<file path="config.mk">
export PLATFORM = sky130hd
export DESIGN_NAME = ram_arbiter
export DESIGN_NICKNAME = d
export VERILOG_FILES = /design/src/rtl/procesor_pkg.sv /design/src/rtl/rr_pick2.sv /design/src/rtl/ram_arbiter.sv
export SDC_FILE = /design/constraint.sdc
export NUM_CORES = 1
export LEC_CHECK = 0
export ABC_CLOCK_PERIOD_IN_PS = 2200
export CORE_MARGIN = 2
export CORE_UTILIZATION = 37
export CTS_BUF_LIST = sky130_fd_sc_hd__clkbuf_4
export DETAILED_ROUTE_END_ITERATION = 8
export MAX_ROUTING_LAYER = met4
export PLACE_DENSITY = 0.78
export REMOVE_ABC_BUFFERS = 1
export SYNTH_ARGS = -nofsm -noshare
export SYNTH_HDL_FRONTEND = slang
export SYNTH_SLANG_ARGS = --single-unit
</file>
<file path="constraint.sdc">
create_clock -name clk -period 2.2 [get_ports clk]
set_clock_uncertainty 0.1 [all_clocks]
set_input_delay 0.44 -clock clk [delete_from_list [all_inputs] [get_ports clk]]
set_output_delay 0.44 -clock clk [all_outputs]
set_load 0.005 [all_outputs]
</file>
<file path="src/rtl/procesor_pkg.sv">
// rtl/procesor_pkg.sv - shared types and constants for the RAM arbiter
// Purpose: lock-state encoding, requester index constants and the default
//          data width used by ram_arbiter and its round-robin picker.
// Ports:   none (package)
package procesor_pkg;

    // Data word width used by the processor datapath.
    localparam int DATA_W_DEFAULT = 16;

    // Requester indices: control unit load/store path and external I/O port.
    localparam logic REQ_CU = 1'b0;
    localparam logic REQ_IO = 1'b1;

    // Ownership of the RAM for atomic read-modify-write sequences.
    typedef enum logic [1:0] {
        UNLOCKED = 2'd0,
        OWN0     = 2'd1,
        OWN1     = 2'd2
    } lock_state_e;

endpackage

</file>
<file path="src/rtl/rr_pick2.sv">
// rtl/rr_pick2.sv - two-way round-robin / fixed-priority picker
// Purpose: chooses at most one of two requesters after applying the lock mask.
// Ports:
//   req[1:0]     raw request lines (bit n = requester n)
//   last_served  index of the requester granted most recently
//   mask[1:0]    eligibility mask from the lock owner (1 = may be granted)
//   grant[1:0]   one-hot (or zero) grant
module rr_pick2
    import procesor_pkg::*;
#(
    parameter int FIXED_PRIO = 0
) (
    input  logic [1:0] req,
    input  logic       last_served,
    input  logic [1:0] mask,
    output logic [1:0] grant
);

    logic [1:0] eligible;

    assign eligible = req & mask;

    always_comb begin
        grant = 2'b00;
        case (eligible)
            2'b01: grant = 2'b01;
            2'b10: grant = 2'b10;
            2'b11: begin
                // On a conflict the requester that was not served last wins,
                // unless requester 0 has absolute priority.
                if (FIXED_PRIO != 0) begin
                    grant = 2'b01;
                end else if (last_served == REQ_IO) begin
                    grant = 2'b01;
                end else begin
                    grant = 2'b10;
                end
            end
            default: grant = 2'b00;
        endcase
    end

endmodule

</file>
<file path="src/rtl/ram_arbiter.sv">
// rtl/ram_arbiter.sv - shares the single-port data RAM between CU and I/O
// Purpose: valid/ready-style arbitration of two requesters onto one RAM port,
//          with round-robin or fixed priority, an ownership lock for atomic
//          sequences and saturating per-requester grant counters.
// Ports:
//   clk, rst                  clock, asynchronous active-low reset
//   r0_* / r1_*               requester n: req, we, lock, addr, wdata in;
//                             gnt, rvalid, rdata out
//   ram_addr, ram_we, ram_in  RAM command (combinational from the winner)
//   ram_out                   RAM read data, one cycle after a read address
//   gnt_cnt0, gnt_cnt1        saturating grant counters
module ram_arbiter
    import procesor_pkg::*;
#(
    parameter int RAM_SIZE   = 8,
    parameter int DATA_W     = DATA_W_DEFAULT,
    parameter int FIXED_PRIO = 0,
    parameter int CNT_W      = 16
) (
    input  logic                clk,
    input  logic                rst,

    input  logic                r0_req,
    input  logic                r0_we,
    input  logic                r0_lock,
    input  logic [RAM_SIZE-1:0] r0_addr,
    input  logic [DATA_W-1:0]   r0_wdata,
    output logic                r0_gnt,
    output logic                r0_rvalid,
    output logic [DATA_W-1:0]   r0_rdata,

    input  logic                r1_req,
    input  logic                r1_we,
    input  logic                r1_lock,
    input  logic [RAM_SIZE-1:0] r1_addr,
    input  logic [DATA_W-1:0]   r1_wdata,
    output logic                r1_gnt,
    output logic                r1_rvalid,
    output logic [DATA_W-1:0]   r1_rdata,

    output logic [RAM_SIZE-1:0] ram_addr,
    output logic                ram_we,
    output logic [DATA_W-1:0]   ram_in,
    input  logic [DATA_W-1:0]   ram_out,

    output logic [CNT_W-1:0]    gnt_cnt0,
    output logic [CNT_W-1:0]    gnt_cnt1
);

    lock_state_e         state;
    lock_state_e         state_nxt;
    logic                last_served;
    logic [1:0]          mask;
    logic [1:0]          pick;
    logic [RAM_SIZE-1:0] hold_addr;
    logic [DATA_W-1:0]   hold_in;

    // Only the lock owner is eligible while a lock is held.
    always_comb begin
        mask = 2'b11;
        case (state)
            OWN0:    mask = 2'b01;
            OWN1:    mask = 2'b10;
            default: mask = 2'b11;
        endcase
    end

    rr_pick2 #(
        .FIXED_PRIO (FIXED_PRIO)
    ) u_pick (
        .req         ({r1_req, r0_req}),
        .last_served (last_served),
        .mask        (mask),
        .grant       (pick)
    );

    // Grants are suppressed combinationally while reset is held.
    assign r0_gnt = rst & pick[0];
    assign r1_gnt = rst & pick[1];

    // RAM command mux; address and write data hold their last value when idle.
    always_comb begin
        ram_we   = 1'b0;
        ram_addr = hold_addr;
        ram_in   = hold_in;
        if (r0_gnt) begin
            ram_we   = r0_we;
            ram_addr = r0_addr;
            ram_in   = r0_wdata;
        end else if (r1_gnt) begin
            ram_we   = r1_we;
            ram_addr = r1_addr;
            ram_in   = r1_wdata;
        end
    end

    always_ff @(posedge clk or negedge rst) begin
        if (!rst) begin
            hold_addr <= '0;
            hold_in   <= '0;
        end else begin
            hold_addr <= ram_addr;
            hold_in   <= ram_in;
        end
    end

    // Read return: one-cycle pulse aligned with ram_out.
    always_ff @(posedge clk or negedge rst) begin
        if (!rst) begin
            r0_rvalid <= 1'b0;
            r1_rvalid <= 1'b0;
        end else begin
            r0_rvalid <= r0_gnt & ~r0_we;
            r1_rvalid <= r1_gnt & ~r1_we;
        end
    end

    assign r0_rdata = r0_rvalid ? ram_out : '0;
    assign r1_rdata = r1_rvalid ? ram_out : '0;

    // Reset value REQ_IO makes requester 0 win the first conflict.
    always_ff @(posedge clk or negedge rst) begin
        if (!rst) begin
            last_served <= REQ_IO;
        end else if (r0_gnt) begin
            last_served <= REQ_CU;
        end else if (r1_gnt) begin
            last_served <= REQ_IO;
        end
    end

    // Lock is taken only together with a grant and released on the first
    // clock the owner's lock line is low; the release takes effect next cycle.
    always_comb begin
        state_nxt = state;
        case (state)
            UNLOCKED: begin
                if (r0_gnt && r0_lock) begin
                    state_nxt = OWN0;
                end else if (r1_gnt && r1_lock) begin
                    state_nxt = OWN1;
                end
            end
            OWN0: begin
                if (!r0_lock) begin
                    state_nxt = UNLOCKED;
                end
            end
            OWN1: begin
                if (!r1_lock) begin
                    state_nxt = UNLOCKED;
                end
            end
            default: state_nxt = UNLOCKED;
        endcase
    end

    always_ff @(posedge clk or negedge rst) begin
        if (!rst) begin
            state <= UNLOCKED;
        end else begin
            state <= state_nxt;
        end
    end

    // Saturating debug counters.
    always_ff @(posedge clk or negedge rst) begin
        if (!rst) begin
            gnt_cnt0 <= '0;
            gnt_cnt1 <= '0;
        end else begin
            if (r0_gnt && (gnt_cnt0 != '1)) begin
                gnt_cnt0 <= gnt_cnt0 + CNT_W'(1);
            end
            if (r1_gnt && (gnt_cnt1 != '1)) begin
                gnt_cnt1 <= gnt_cnt1 + CNT_W'(1);
            end
        end
    end

endmodule

</file>
==> impl_metrics.csv, run 1 <==
group,metric,value,unit
run_status,status,"finished with violations",
run_status,violations,"setup timing",
logic_synthesis,syn_area,3140,µm²
logic_synthesis,synth_top_area_share,47.8,%
setup_path,worstSetupStartpointType,"register",
power,irDropWorstVdd,0.595,mV
layout,antenna_cells,0,
layout,design_area,5890,µm²
layout,fillCellCount,607,
global_routing,grt_start_max_net_pins,33,
floorplan,start_util,38.2,%
place,io_buffer_count,164,
timing,hold_violations,0,
timing,fmax,0.349,GHz
min_path,hp-class,"in -> async",
global_routing,grt_pass1_wl,17100,µm
logic_synthesis,netlist_instances,344,
place,hpwlAfterDp,7890,µm
layout,drive_gt1_share,33.1,%
logic_synthesis,synth_top_area_cell,"dfrtp_1",
route,drt-total-wl,11800,µm
global_routing,antenna_found_initial,0,
logic_synthesis,avgSynthCellArea,9.13,µm²
setup_path,crit_type,"reg -> out",
floorplan,die_w,96.1,µm
clocking,insertion_delay,400,ps
setup_path,crit_arrival,2320,ps
logic_synthesis,synth.area.top_cells,"dfrtp_1 48%, a21oi_1 8.9%, and2_1 6.8%",
global_routing,track_usage,25.0,%
logic_synthesis,seq_area_frac_synth,48.7,%
floorplan,boundaryPins,165,
setup_path,cp.required,1660,ps
layout,seq_area,1530,µm²
timing,slew_viol_final,0,
clocking,cts.sinks,61,
global_routing,top_usage_layer,"met2",
route,ant_nets,0,
setup_path,rr_worst_depth,12,
route,first_iter_violations,123,
logic_synthesis,ys_ff_latch,61,
global_routing,use_met1,26.9,%
clocking,cts_tree,"done",
place,gp_congestion,0.898,
layout,fin_nets,655,
logic_synthesis,synth_cell_types,44,
setup_path,cp-end-kind,"primary output",
clocking,cts-root-buf,"clkbuf_4",
layout,area_growth,87.5,%
floorplan,num_rows,33,
place,placed_area,5230,µm²
layout,multiInputGateArea,1770,µm²
timing,final.setup.tns,-15700,ps
logic_synthesis,yosysWarnings,0,
route,drt_first_pass_iters,4,
floorplan,die_h,96.1,µm
floorplan,core_area,8220,µm²
timing,relSlewSlack,72.2,%
clocking,h-tree-depth,3,
timing,final.period_utilization,130,%
timing,holdWs,27.7,ps
clocking,cts_made_buffers,9,
clocking,clock_path_buffers,2,
global_routing,met2_usage,43.7,%
timing,fin_crit,2860,ps
timing,setup_violations,31,
global_routing,met3_usage,5.79,%
timing,tightest_slew,417,ps
global_routing,first_global_vias,3480,
layout,mostFrequentLayoutCells,"127 x clkdlybuf4s50_1, 66 x buf_4, 58 x dfrtp_1",
clocking,holdBufCountCts,0,
timing,worst_slack,-665,ps
route,vias,3542,
power,power_density,778,nW/µm²
timing,rsz0062_at_grt,"yes",
route,drt_drc_violations_left,0,
global_routing,overflow,0,
floorplan,die_area,9240,µm²
run,cap_violations,0,
clocking,clk_pin_slew_worst_paths,110,ps
route,wire_per_inst,17.1,µm
power,p_leak,2.70,nW
setup_path,cp_max_fo,6,
layout,final_common_cell,"clkdlybuf4s50_1",
route,viasPerCell,5.13,
==> timing repair <==
action	in CTS	in global routing
cloned	2	1
pin swaps	25	7
setup buffers	23	5
setup endpoints to repair	61	48
gates resized for setup	132	53
==> synthesized netlist by cell type (all sizes together) <==
cell	instances
and3b	1
mux2	6
a21boi	2
buf	5
a22o	1
or2	2
or3	3
nor4	5
a22oi	1
inv	7
or4	1
and4	2
nand4	10
nor2	34
nand2b	1
and3	4
nor2b	2
o211a	2
ha	2
a31oi	3
o22ai	1
a21oi	56
nand3	20
a211oi	1
maj3	1
o21ai	2
and2	35
nand3b	1
dfrtp	60
nand2	32
xor2	7
dfstp	1
xnor2	14
nor3	6
clkbuf	11
o211ai	1
o31a	1
==> final timing paths <==
path	from	end	slack (ps)
worst max-delay path	last_served	ram_in[0]	-660
worst min-delay path	rst	gnt_cnt1[2]	30
worst max register to register	last_served	hold_in[4]	-250
worst min register to register	gnt_cnt1[7]	gnt_cnt1[7]	400
max in group asynchronous	rst	r1_rvalid	1630
min in group clk	gnt_cnt1[7]	gnt_cnt1[7]	400
==> cell type report <==
cell class	count	area share (%)
Timing Repair Buffer	242	38.2
Multi-Input combinational cell	260	30.0
Sequential cell	61	26.0
Tap cell	105	2.23
Clock inverter	7	1.93
Clock buffer	9	1.15
Inverter	7	0.489
==> report_power, final <==
part	switching, mW	internal (mW)
clock network	0.438	0.571
registers	0.184	1.39
logic	0.833	1.16
==> stage by stage <==
stage	utilization [%]	setup WS, ps	total power, mW	std cells
after floorplan	-	-1320	2.13	328
after global placement	63.6	-1020	3.23	645
after detailed placement	63.6	-1090	3.29	645
after CTS	68.6	-616	4.44	686
after global routing	71.6	-741	4.85	691
final	71.6	-665	4.58	691
==> logic make-up after synthesis <==
| group | Yosys count | share of synthesized area, % |
|---|---|---|
| and+or+nand+nor | 159 | 26.5 |
| AOI/OAI and AO/OA | 71 | 12.5 |
| DFF | 61 | 48.7 |
| buffers and inverters | 23 | 3.11 |
| xor gates and xnor gates | 21 | 5.86 |
| muxes | 6 | 2.27 |
| adders and majority gates | 3 | 1.16 |
==> sequential cells by signal, indices dropped and copies added (netlist names) <==
name         flops
gnt_cnt0        16
r1_rvalid        1
gnt_cnt1        16
hold_in         16
r0_rvalid        1
hold_addr        8
last_served      1
state            2
==> per-layer routing <==
layer / share of wire, % / wire length [µm]
met5: 0 / 0
met4: 3.4 / 405
met3: 7.2 / 854
met2: 51 / 6030
met1: 38 / 4520
==> worst max-delay path, stage by stage, from the launching register on <==
cell and delay [ps]:
dfstp_2 580, buf_4 140, nand3b_1 120, a22oi_2 240, inv_2 150, bufbuf_16 300, a21oi_2 170, a21oi_2 80
buf_2 140
(Power assumes the default switching activity.)
==> run 2, diff against run 1 <==
--- a/config.mk
+++ b/config.mk
@@ -5,7 +5,8 @@
 export SDC_FILE = /design/constraint.sdc
 export NUM_CORES = 1
 export LEC_CHECK = 0
-export ABC_CLOCK_PERIOD_IN_PS = 2200
+export ABC_CLOCK_PERIOD_IN_PS = 2600
+export CAP_MARGIN = 15
 export CORE_MARGIN = 2
 export CORE_UTILIZATION = 37
 export CTS_BUF_LIST = sky130_fd_sc_hd__clkbuf_4
==> constraint.sdc (replaced) <==
create_clock -name clk -period 2.6 [get_ports clk]
set_clock_uncertainty 0.1 [all_clocks]
set_input_delay 0.52 -clock clk [delete_from_list [all_inputs] [get_ports clk]]
set_output_delay 0.52 -clock clk [all_outputs]
set_load 0.005 [all_outputs]
==> impl_metrics.csv, run 2 (same netlist as run 1, synthesis figures left out) <==
group,metric,value,unit
global_routing,first_global_vias,3334,
route,drt_drc_violations_left,0,
route,ant_nets,0,
clocking,clk_pin_slew_worst_paths,110,ps
clocking,insertion_delay,420,ps
place,dpl_worst_slack,-796,ps
run,cap_violations,0,
clocking,cts-root-buf,"clkbuf_4",
power,power_density,630,nW/µm²
global_routing,track_usage,23.8,%
route,vias,3447,
floorplan,num_rows,33,
clocking,cts_made_buffers,9,
setup_path,cp_max_fo,4,
power,p_leak,2.45,nW
floorplan,core_area,8220,µm²
global_routing,use_met1,28.1,%
timing,relSlewSlack,68.5,%
clocking,cts_tree,"done",
timing,final.period_utilization,109,%
global_routing,antenna_found_initial,0,
layout,drive_gt1_share,28.3,%
timing,worst_slack,-243,ps
timing,fmax,0.352,GHz
route,viasPerCell,5.09,
run_status,status,"finished with violations",
route,first_iter_violations,121,
setup_path,critPathMaxStageDelay,560,ps
timing,rsz0062_at_grt,"yes",
layout,final_common_cell,"clkdlybuf4s50_1",
global_routing,met3_usage,3.99,%
layout,antenna_cells,0,
global_routing,grt_start_max_net_pins,36,
layout,mostFrequentLayoutCells,"134 x clkdlybuf4s50_1, 60 x dfrtp_1, 52 x buf_4",
setup_path,cp-end-kind,"primary output",
route,drt_first_pass_iters,4,
timing,tightest_slew,468,ps
global_routing,met2_usage,41.0,%
clocking,cts.sinks,61,
floorplan,boundaryPins,165,
place,place_inst,633,
global_routing,grt_pass1_wl,16200,µm
floorplan,die_w,96.1,µm
setup_path,crit_arrival,2220,ps
setup_path,critPathSlowestCell,"dfstp_2",
place,io_buffer_count,164,
route,wire_per_inst,15.9,µm
floorplan,start_util,38.2,%
place,gp_congestion,0.888,
clocking,h-tree-depth,3,
layout,fin_nets,642,
floorplan,die_h,96.1,µm
route,drt-total-wl,10800,µm
setup_path,worstSetupStartpointType,"register",
run_status,violations,"setup timing",
global_routing,overflow,0,
timing,slew_viol_final,0,
timing,setup_violations,26,
floorplan,die_area,9240,µm²
min_path,hp-class,"in -> async",
power,irDropWorstVdd,0.428,mV
clocking,clock_path_buffers,2,
place,hpwlAfterDp,7770,µm
place,placed_area,5150,µm²
timing,fin_crit,2840,ps
setup_path,crit_type,"reg -> out",
timing,hold_violations,0,
setup_path,crit_chain,"nor2b_2, maj3_2, or2_4, inv_8, buf_6, buf_6, a21oi_2, a21oi_2, buf_2",
layout,final_cells,677,
setup_path,path_buf_inv,4,
setup_path,cp_top_family,"flip-flops",
layout,reg_top3,"gnt_cnt0 x16, gnt_cnt1 x16, hold_in x16",
layout,design_area,5580,µm²
layout,area_growth,77.9,%
setup_path,cp.required,1980,ps
global_routing,top_usage_layer,"met2",
-- run 2: changes by cell type in the layout (fill, tap and decap cells not counted), sizes merged, moves of 2 or more --
cell           delta
buf              -11
bufinv            -2
clkdlybuf4s50     +7
dlymetal6s2s      -8
-- run 2: metrics by stage --
| stage | hold slack, ps | utilization (%) | TNS (ps) | power (mW) |
|---|---|---|---|---|
| global placement | 388 | 62.7 | -19990 | 2.69 |
| floorplan | 124 | - | -46910 | 1.80 |
| global route | 76.1 | 68.0 | -7110 | 3.75 |
| finish | 45.7 | 68.0 | -4430 | 3.52 |
| CTS | 43.3 | 66.4 | -5100 | 3.46 |
| detailed placement | 396 | 62.7 | -20610 | 2.72 |
-- run 2: final timing paths --
kind,slack (ps),end,startpoint,cells past startpoint
max,-240,ram_in[6],last_served,9
min,50,hold_addr[5],rst,2
max reg2reg,240,hold_addr[4],last_served,12
min reg2reg,420,gnt_cnt1[7],gnt_cnt1[7],1
max in group asynchronous,1790,gnt_cnt0[0],rst,3
min in group clk,420,gnt_cnt1[7],gnt_cnt1[7],1
-- run 2: per-layer routing --
layer  share of wire [%]  up-vias
met5                   0        -
met4                 1.1        0
met3                 6.4       11
met2                  52      124
met1                  41     1672
li1                    -     1640
-- run 2: area by class of cell --
type                            instances  area [µm²]
Tap cell                              105         131
Fill cell                             661        2630
Clock inverter                          6        55.1
Inverter                                7        33.8
Sequential cell                        61        1530
Clock buffer                            9        67.6
Timing Repair Buffer                  229        2100
Multi-Input combinational cell        260        1670
-- run 2: where the power goes --
| group | internal [mW] | switching (mW) |
|---|---|---|
| combinational | 0.909 | 0.625 |
| clock | 0.278 | 0.349 |
| sequential | 1.18 | 0.179 |
-- run 2: timing repair --
| item | CTS | global route |
|---|---|---|
| endpoints found under the setup margin | 27 | 27 |
| gates cloned | 1 | 1 |
| resized for setup | 140 | 23 |
| setup buffers | 25 | 2 |
| pin swaps | 28 | 8 |
| hold endpoints to repair | 4 | 0 |
| hold buffers | 1 | 0 |
